`src/rtl/stepper_phase_sequencer.sv`:
```
// stepper_phase_sequencer: ramps run/dir/speed commands into timed 4-phase coil patterns
module stepper_phase_sequencer #(
    parameter int TICK_DIV    = 50000,
    parameter int RAMP_STEPS  = 8,
    parameter bit HOLD_TORQUE = 1'b1
) (
    input  logic       clk,
    input  logic       rst,
    input  logic       start,
    input  logic       dir,
    input  logic [3:0] speed,
    input  logic       half_step,
    output logic [3:0] phase,
    output logic       step_pulse,
    output logic       moving,
    output logic [3:0] cur_speed,
    output logic       dir_act
);
    typedef enum logic [1:0] {IDLE, RUN, STOP} state_t;
    state_t      state;
    logic [2:0]  idx;
    logic        energised;
    logic [31:0] cnt;
    logic [31:0] step_cnt;
    logic [31:0] interval;
    logic [3:0]  pat;
    logic [2:0]  inc;
    logic        stop_req;
    logic        boundary;
    logic        ramp;

    assign stop_req = !start || speed == 4'd0;
    assign interval = (32'd16 - 32'(cur_speed)) * 32'(TICK_DIV);
    assign boundary = state != IDLE && cnt == interval - 32'd1;
    assign ramp     = boundary && step_cnt == 32'(RAMP_STEPS - 1);
    assign inc      = half_step ? 3'd1 : 3'd2;
    assign moving   = state != IDLE;
    assign phase    = (state != IDLE || (HOLD_TORQUE && energised)) ? pat : 4'b0000;

    always_comb begin
        pat = 4'b1000;
        case (idx)
            3'd0: pat = 4'b1000;
            3'd1: pat = 4'b1100;
            3'd2: pat = 4'b0100;
            3'd3: pat = 4'b0110;
            3'd4: pat = 4'b0010;
            3'd5: pat = 4'b0011;
            3'd6: pat = 4'b0001;
            3'd7: pat = 4'b1001;
        endcase
    end

    always_ff @(posedge clk or posedge rst) begin
        if (rst) begin
            state      <= IDLE;
            idx        <= 3'd0;
            cur_speed  <= 4'd0;
            dir_act    <= 1'b0;
            energised  <= 1'b0;
            cnt        <= 32'd0;
            step_cnt   <= 32'd0;
            step_pulse <= 1'b0;
        end else begin
            step_pulse <= boundary;
            if (state == IDLE) begin
                if (!stop_req) begin
                    state     <= RUN;
                    cur_speed <= 4'd1;
                    dir_act   <= dir;
                    cnt       <= 32'd0;
                    step_cnt  <= 32'd0;
                    energised <= 1'b1;
                end
            end else begin
                if (boundary) begin
                    cnt      <= 32'd0;
                    idx      <= dir_act ? idx - inc : idx + inc;
                    step_cnt <= ramp ? 32'd0 : step_cnt + 32'd1;
                end else begin
                    cnt <= cnt + 32'd1;
                end
                if (state == RUN) begin
                    if (stop_req) begin
                        state <= STOP;
                    end else if (ramp) begin
                        // a reversal first brings the motor down to the slowest code
                        if (dir != dir_act) begin
                            if (cur_speed > 4'd1) cur_speed <= cur_speed - 4'd1;
                            else dir_act <= dir;
                        end else if (cur_speed < speed) begin
                            cur_speed <= cur_speed + 4'd1;
                        end else if (cur_speed > speed) begin
                            cur_speed <= cur_speed - 4'd1;
                        end
                    end
                end else begin
                    if (!stop_req) begin
                        state <= RUN;
                    end else if (ramp) begin
                        if (cur_speed > 4'd1) begin
                            cur_speed <= cur_speed - 4'd1;
                        end else begin
                            state     <= IDLE;
                            cur_speed <= 4'd0;
                            cnt       <= 32'd0;
                        end
                    end
                end
            end
        end
    end
endmodule

```
`config.mk`:
```
export PLATFORM = sky130hd
export DESIGN_NAME = stepper_phase_sequencer
export DESIGN_NICKNAME = d
export VERILOG_FILES = /design/src/rtl/stepper_phase_sequencer.sv
export SDC_FILE = /design/constraint.sdc
export NUM_CORES = 1
export LEC_CHECK = 0
export ABC_AREA = 1
export BUFFER_PORTS_ARGS = -buffer_cell sky130_fd_sc_hd__buf_2
export CAP_MARGIN = 20
export CORE_MARGIN = 5
export CORE_UTILIZATION = 55
export DETAILED_ROUTE_END_ITERATION = 10
export HOLD_SLACK_MARGIN = 0.1
export PLACE_DENSITY_LB_ADDON = 0.1
export SLEW_MARGIN = 25
export SYNTH_ARGS = -nofsm -noshare
export SYNTH_HDL_FRONTEND = slang
export SYNTH_SLANG_ARGS = --single-unit
```
`constraint.sdc`:
```
create_clock -name clk -period 11.8 [get_ports clk]
set_input_delay 0.59 -clock clk [delete_from_list [all_inputs] [get_ports clk]]
set_output_delay 0.59 -clock clk [all_outputs]
set_load 0.02 [all_outputs]
```
==> results.cfg, run 1 <==
[run_status]
status = finished clean

[place]
place.gp.congestion = 0.949
portBuffers = 19
hpwlAfterDp_um = 14900

[floorplan]
rows = 42
initial_utilization_pct = 55.7
die_area_mm2 = 0.0157
die_w_um = 125
core_mm2 = 0.0131
boundaryPins = 20
die_y_um = 125

[sta]
setup_tns_ns = 0
setup_viol = 0
rsz0062_at_grt = false
max_freq_mhz = 144
fin_crit_sh_pct = 59.0
maxSlewHeadroom_pct = 33.3
drv_slew = 0
period_needed_ns = 6.96
skew_ns = 0.0109
hold_viol_final = 0
worst_pin_slew_ns = 0.999

[global_route]
grt_max_degree = 77
antenna_found_initial = 0
grt_pass1_wl_um = 31900
overflow = 0
grt_use_total_pct = 24.4
grt_pass1_vias = 6379

[worst_setup_path]
cp_slowest_cell = dfrtp_1
cp.arrival_ns = 7.20
cp.required_ns = 12.04
rr_worst_depth = 31
rrSetupSlack_ns = 4.84
crit_type = reg -> reg
crit_fanout = 30
r2r-start = cur_speed[0]
worst_setup_path_end_kind = flop
slowest_delay_ns = 0.65
timing.rr.end = step_cnt[10]
cp-start-kind = flop

[cts]
cts_tree = yes
cts_sinks = 76
clock_latency_ns = 0.35
path_clk_slew_ns = 0.06
post_cts_buffers = 0
hold_buffers = 0
cts-root-buf = clkbuf_16
clockBufferDepth = 2
htreeDepth = 3
cts.repair.resized = 0
cts_made_buffers = 9

[yosys]
netlist_area_mm2 = 0.00732
syn-num-nets = 1144
ys_ff_latch = 76
synth.avg_cell_area_um2 = 6.76
ys_seq_area_share_pct = 26.0
yosys_warnings = 0
synthCells = 1083
synth_cell_types = 43

[routing]
firstDrtPassIters = 5
postRouteWirelength_um = 18900
antenna_left = 0
wl_per_cell_um = 14.7
vias = 7061
via_per_inst = 5.52
drt_iter0_drc = 503
drc = 0

[min_path]
hp-class = in -> async

[finish]
syn2layout_area_growth_pct = 7.93
antennaDiodeCount = 0
fin_nets = 1160
drive_above_1_share_pct = 9.88

[flow_run]
max-cap-violations = 0
cell families after synthesis:
logic type	share of synthesized area, %
XOR/XNOR	6.70
AO/OA/AOI/OAI	8.96
adder cells (fa/ha/maj)	9.40
AND/OR/NAND/NOR	39.9
multiplexers	0.291
flip-flops	26.0
buffers and inverters	8.75
layout make-up:
cell class	count	area, um2
multi-input combinational	845	4780
fill	1263	5240
timing repair buffer	21	114
clock buffer	9	225
tap	176	220
inverter	146	549
clock inverter	6	113
sequential	76	1900
worst max-delay path: cells and delay by family, from the launching register on:
| family | cells | cell delay [ns] |
|---|---|---|
| flops | 1 | 0.65 |
| fa+ha+maj | 7 | 2.33 |
| xor+xnor | 1 | 0.46 |
| buf+inv | 4 | 0.47 |
| simple gates | 19 | 2.94 |
Yosys cell counts, drive strengths merged:
| library cell | count | area, um2 |
|---|---|---|
| buf | 9 | 66.3 |
| o21bai | 2 | 26.3 |
| dfrtp | 76 | 1900 |
| o211ai | 1 | 7.51 |
| and2 | 1 | 6.26 |
| a32o | 1 | 10.0 |
| xor2 | 45 | 394 |
| o21ai | 35 | 175 |
| nor2 | 117 | 502 |
| nor3 | 42 | 220 |
| a211oi | 1 | 7.51 |
| nand3b | 3 | 22.5 |
| nand3 | 96 | 518 |
| ha | 47 | 588 |
| inv | 146 | 548 |
| nor3b | 3 | 32.5 |
| o41ai | 1 | 8.76 |
| mux2i | 1 | 10.0 |
| nor4 | 18 | 113 |
| nand2 | 321 | 1310 |
| clkbuf | 7 | 26.3 |
| o22ai | 26 | 163 |
| nand4 | 32 | 200 |
| o31ai | 16 | 155 |
| xnor2 | 11 | 96.3 |
| mux2 | 1 | 11.3 |
| a21oi | 19 | 103 |
| fa | 5 | 100 |
layer usage:
| metal | part of all wire (%) | vias to the layer above | GRT usage, % |
|---|---|---|---|
| met2 | 43 | 210 | 36.6 |
| met4 | 1.5 | 0 | 5.55 |
| met3 | 6.0 | 26 | 4.14 |
| met1 | 49 | 3229 | 36.7 |
| li1 | - | 3596 | - |
| met5 | 0 | - | 0 |
worst max-delay path by stage:
stage	startpoint	to	slack, ns	cells after the start
floorplan	cur_speed[0]	step_cnt[21]	6.07	34
global placement	cur_speed[0]	step_cnt[10]	4.99	31
detailed placement	cur_speed[0]	step_cnt[10]	4.86	33
CTS	cur_speed[0]	step_cnt[10]	4.81	33
global route	cur_speed[0]	step_cnt[10]	4.17	33
finish	cur_speed[0]	step_cnt[10]	4.84	31
state kept, by name (all words and copies together) (netlist names):
signal	flops
energised	1
state	2
step_cnt	32
cnt	32
step_pulse	1
cur_speed	4
dir_act	1
idx	3
metrics by stage:
stage / cells / util, % / hold slack (ns) / setup WS [ns] / cell area, um2
5_1_grt: 1279 / 60.1 / 0.498 / 4.17 / 7900
6_report: 1279 / 60.1 / 0.408 / 4.84 / 7900
4_1_cts: 1279 / 60.1 / 0.469 / 4.81 / 7900
3_5_place_dp: 1264 / 57.5 / 0.455 / 4.86 / 7560
2_1_floorplan: 1083 / - / 0.435 / 6.07 / 7320
3_3_place_gp: 1264 / 57.5 / 0.451 / 4.99 / 7560
placed cells by master, fill, tap and decap left out, drive strengths merged:
cell type  count
a211oi         1
a21oi         19
a32o           1
and2           1
buf           21
bufinv         3
clkbuf         9
clkinv         3
dfrtp         76
fa             5
ha            47
inv          146
mux2           1
mux2i          1
nand2        321
nand3         96
nand3b         3
nand4         32
nor2         117
nor3          42
nor3b          3
nor4          18
o211ai         1
o21ai         35
o21bai         2
o22ai         26
o31ai         16
o41ai          1
xnor2         11
xor2          45
Power of run 1 is not shown: default switching activity piles up to over one toggle a cycle in this logic, so the estimate is an artifact.
==> run 2: changes to the inputs <==
clock period = 5.75 ns   (was 11.8 ns; I/O delays follow)
==> results.cfg, run 2 (synthesis gave the netlist of run 1 again) <==
[run_status]
status = finished clean

[floorplan]
die_y_um = 125
core_mm2 = 0.0131
die_w_um = 125
die_area_mm2 = 0.0157
boundaryPins = 20
initial_utilization_pct = 55.7
rows = 42

[cts]
clock_latency_ns = 0.35
cts_made_buffers = 9
cts-root-buf = clkbuf_16
htreeDepth = 3
clockBufferDepth = 2
cts_tree = yes
path_clk_slew_ns = 0.06
cts_sinks = 76

[worst_setup_path]
timing.rr.end = cur_speed[0]
cp_slowest_cell = fa_2
crit_fanout = 7
r2r-start = cur_speed[1]
rrSetupSlack_ns = 0.37
rr_worst_depth = 35
cp_num_cells = 35
path_delay_family = simple AND/OR/NAND/NOR gates
path_common_cell = nand2_1
cp-start-kind = flop
cp-endpoint = cur_speed[0]
worst_setup_path_end_kind = flop
crit_type = reg -> reg
slowest_delay_ns = 0.58
cp_num_buf_inv = 6
cp.arrival_ns = 5.61
cp.required_ns = 5.99
crit_start = cur_speed[1]

[min_path]
hp-class = in -> async

[routing]
antenna_left = 0
postRouteWirelength_um = 19400
drt_iter0_drc = 649
drc = 0
firstDrtPassIters = 5
via_per_inst = 5.50
vias = 7174
wl_per_cell_um = 14.8

[finish]
final_cell_area_mm2 = 0.00824
drive_above_1_share_pct = 13.8
final.fill_count = 1227
reg_top3 = cnt: 32 flops, step_cnt: 32 flops, cur_speed: 4 flops
final_cell_mix = nand2_1 (291), inv_1 (136), nor2_1 (93), nand3_1 (86), dfrtp_1 (74)
mostFrequentLayoutCell = nand2_1
final_cell_count_no_fill = 1305
syn2layout_area_growth_pct = 12.6
fin_util_pct = 62.7
fin_nets = 1186
antennaDiodeCount = 0

[global_route]
grt_max_degree = 77
grt_pass1_vias = 6590
grt_use_total_pct = 24.4
antenna_found_initial = 0
overflow = 0
grt_pass1_wl_um = 32100

[sta]
drv_slew = 0
fin_crit_sh_pct = 93.5
hold_ws_ns = 0.118
period_needed_ns = 5.38
setup_viol = 0
maxSlewHeadroom_pct = 31.2
max_freq_mhz = 186
skew_ns = 0.0104
hold_viol_final = 0
worst_pin_slew_ns = 1.03

[place]
place.gp.congestion = 0.939
postPlaceCellArea_mm2 = 0.00767
hpwlAfterDp_um = 14700
placedCellCount = 1279
portBuffers = 19

[flow_run]
max-cap-violations = 0
run 2: cell types whose count changed in the layout (fill, tap and decap cells not counted), sizes merged:
cell    delta
buf       +25
clkbuf     +2
inv        -1
bufinv     -1
nand2      +1
run 2: routing by layer:
metal	wire length [um]	track usage, %
met1	9530	35.8
met2	8500	37.8
met3	1060	4.69
met4	261	4.97
met5	0	0
run 2: per-stage QoR:
step	setup slack [ns]	TNS, ns
CTS	0.0302	0
global placement	0.135	0
finish	0.373	0
global route	-0.0313	-0.122
detailed placement	0.0101	0
floorplan	0.0176	0
run 2: timing repair:
action / 4_1_cts / 5_1_grt
gates cloned: 0 / 1
hold endpoints to repair: 0 / 0
setup buffers: 0 / 10
hold buffers: 0 / 0
setup endpoints to repair: 6 / 71
gates resized for setup: 2 / 36
pin swaps: 0 / 10
run 2: worst min path at each step:
stage               startpoint           end  slack, ns  cells after the start
floorplan                  dir       dir_act       0.43                      2
global placement     energised     energised       0.45                      2
detailed placement   energised     energised       0.46                      2
CTS                        dir       dir_act       0.20                      3
global route               rst   step_cnt[5]       0.19                      3
finish                     rst  step_cnt[21]       0.12                      3
run 2: cell type report:
class	instances	area [um2]	area share [%]
clock buffer	11	243	2.94
sequential	76	1900	23.1
tap	176	220	2.67
inverter	146	552	6.69
clock inverter	4	73.8	0.896
timing repair buffer	46	305	3.70
multi-input combinational	846	4940	60.0
run 2: worst min-delay path, cell delays in order:
cell      delay (ns)
buf_2           0.10
clkinv_2        0.04
buf_6           0.53
Power of run 2 is left out for the same reason.
==> run 3: changes to the inputs <==
--- a/config.mk
+++ b/config.mk
@@ -10,2 +10,3 @@
 export CAP_MARGIN = 20
+export CORE_ASPECT_RATIO = 0.9
 export CORE_MARGIN = 5
@@ -13,2 +14,3 @@
 export DETAILED_ROUTE_END_ITERATION = 10
+export GPL_ROUTABILITY_DRIVEN = 0
 export HOLD_SLACK_MARGIN = 0.1
==> constraint.sdc (replaced) <==
create_clock -name clk -period 5.75 [get_ports clk]
set_input_delay 0.575 -clock clk [delete_from_list [all_inputs] [get_ports clk]]
set_output_delay 0.575 -clock clk [all_outputs]
set_load 0.02 [all_outputs]
==> results.cfg, run 3 (synthesis gave the netlist of run 1 again) <==
[run_status]
status = finished clean

[global_route]
grt_max_degree = 77
grt_pass1_wl_um = 32000
grt_use_total_pct = 24.4
grt_pass1_vias = 6506
overflow = 0
antenna_found_initial = 1
grt.busiest_layer = met1
met3_usage_pct = 4.86
met1_usage_pct = 37.9
met2_usage_pct = 34.9

[sta]
setup_viol = 0
drv_slew = 0
hold_viol_final = 0
hold_ws_ns = 0.403
maxSlewHeadroom_pct = 27.4
worst_pin_slew_ns = 1.09
setup_tns_ns = 0
skew_ns = 0.00533
fin_crit_sh_pct = 94.1
max_freq_mhz = 185
period_needed_ns = 5.41

[worst_setup_path]
cp-start-kind = flop
cp_num_buf_inv = 5
rrSetupSlack_ns = 0.34
rr_worst_depth = 34
worst_setup_path_end_kind = flop
cp.arrival_ns = 5.64
slowest_delay_ns = 0.62
timing.rr.end = cur_speed[2]
cp_num_cells = 34
cp_slowest_cell = fa_2
crit_fanout = 8
crit_start = cur_speed[2]
cp.required_ns = 5.98
crit_type = reg -> reg
cp-endpoint = cur_speed[2]
r2r-start = cur_speed[2]
path_delay_family = simple AND/OR/NAND/NOR gates
path_common_cell = nand2_1

[floorplan]
rows = 40
core_mm2 = 0.0132
initial_utilization_pct = 55.4
die_area_mm2 = 0.0157
die_w_um = 132
die_y_um = 119
boundaryPins = 20

[min_path]
hp-class = in -> async

[finish]
syn2layout_area_growth_pct = 13.1
mostFrequentLayoutCell = nand2_1
fin_util_pct = 62.6
final.fill_count = 1206
antennaDiodeCount = 0
final_cell_mix = nand2_1 (287), inv_1 (137), nor2_1 (93), nand3_1 (87), dfrtp_1 (75)
fin_nets = 1190
reg_top3 = cnt: 32 flops, step_cnt: 32 flops, cur_speed: 4 flops
drive_above_1_share_pct = 14.5

[cts]
cts_sinks = 76
cts_made_buffers = 9
hold_buffers = 0
clock_latency_ns = 0.35
clockBufferDepth = 2
htreeDepth = 3
cts_tree = yes
path_clk_slew_ns = 0.06
cts-root-buf = clkbuf_16

[place]
hpwlAfterDp_um = 14800
portBuffers = 19

[routing]
wl_per_cell_um = 14.8
postRouteWirelength_um = 19300
vias = 7267
drc = 0
via_per_inst = 5.58
firstDrtPassIters = 5
antenna_left = 0
drt_iter0_drc = 621

[flow_run]
max-cap-violations = 0
-- run 3: changes by cell type in the layout (fill, tap and decap cells not counted), sizes merged --
cell      change
clkinv        +2
bufinv        -1
clkbuf        +1
clkinvlp      +1
buf           +2
-- run 3: final cells by class --
class / instances / area, um2 / area share (%)
clock buffer: 10 / 229 / 2.77
timing repair buffer: 50 / 383 / 4.63
inverter: 146 / 552 / 6.67
sequential: 76 / 1900 / 23.0
clock inverter: 6 / 65.1 / 0.786
multi-input combinational: 846 / 4930 / 59.6
tap: 168 / 210 / 2.54
-- run 3: stage by stage --
step                      instances  setup slack [ns]  area (um2)
after floorplan                1083            0.0176        7320
after detailed placement       1271          -0.00844        7660
after global routing           1302           -0.0844        8280
final                          1302             0.340        8280
after global placement         1271            0.0435        7660
after CTS                      1287            0.0108        7990
-- run 3: timing repair --
| action | CTS | global route |
|---|---|---|
| hold endpoints to repair | 0 | 0 |
| setup buffers | 0 | 12 |
| pin swaps | 0 | 14 |
| resized for setup | 5 | 36 |
| setup endpoints to repair | 21 | 61 |
| gates cloned | 0 | 3 |
-- run 3: worst reg2reg max path, delay by kind of cell (launching register included) --
family                     cells  cell delay, ns
AOI/OAI and AO/OA              1            0.27
xor gates and xnor gates       2            0.34
adders and majority gates      4            1.55
buffers and inverters          5            0.42
DFF                            1            0.47
and+or+nand+nor               22            2.24
-- run 3: per-layer routing --
layer | up-vias | routed length, um
met4 | 2 | 259
met5 | - | 7
li1 | 3664 | -
met1 | 3331 | 9570
met2 | 244 | 8070
met3 | 26 | 1410
-- run 3: worst min-delay path by stage --
stage               from           end  slack [ns]
2_1_floorplan  energised     energised        0.44
3_3_place_gp   energised     energised        0.45
3_5_place_dp   energised     energised        0.46
4_1_cts        energised     energised        0.47
5_1_grt              rst  step_cnt[25]        0.48
6_report             rst  step_cnt[29]        0.40
Power of run 3 is left out for the same reason.
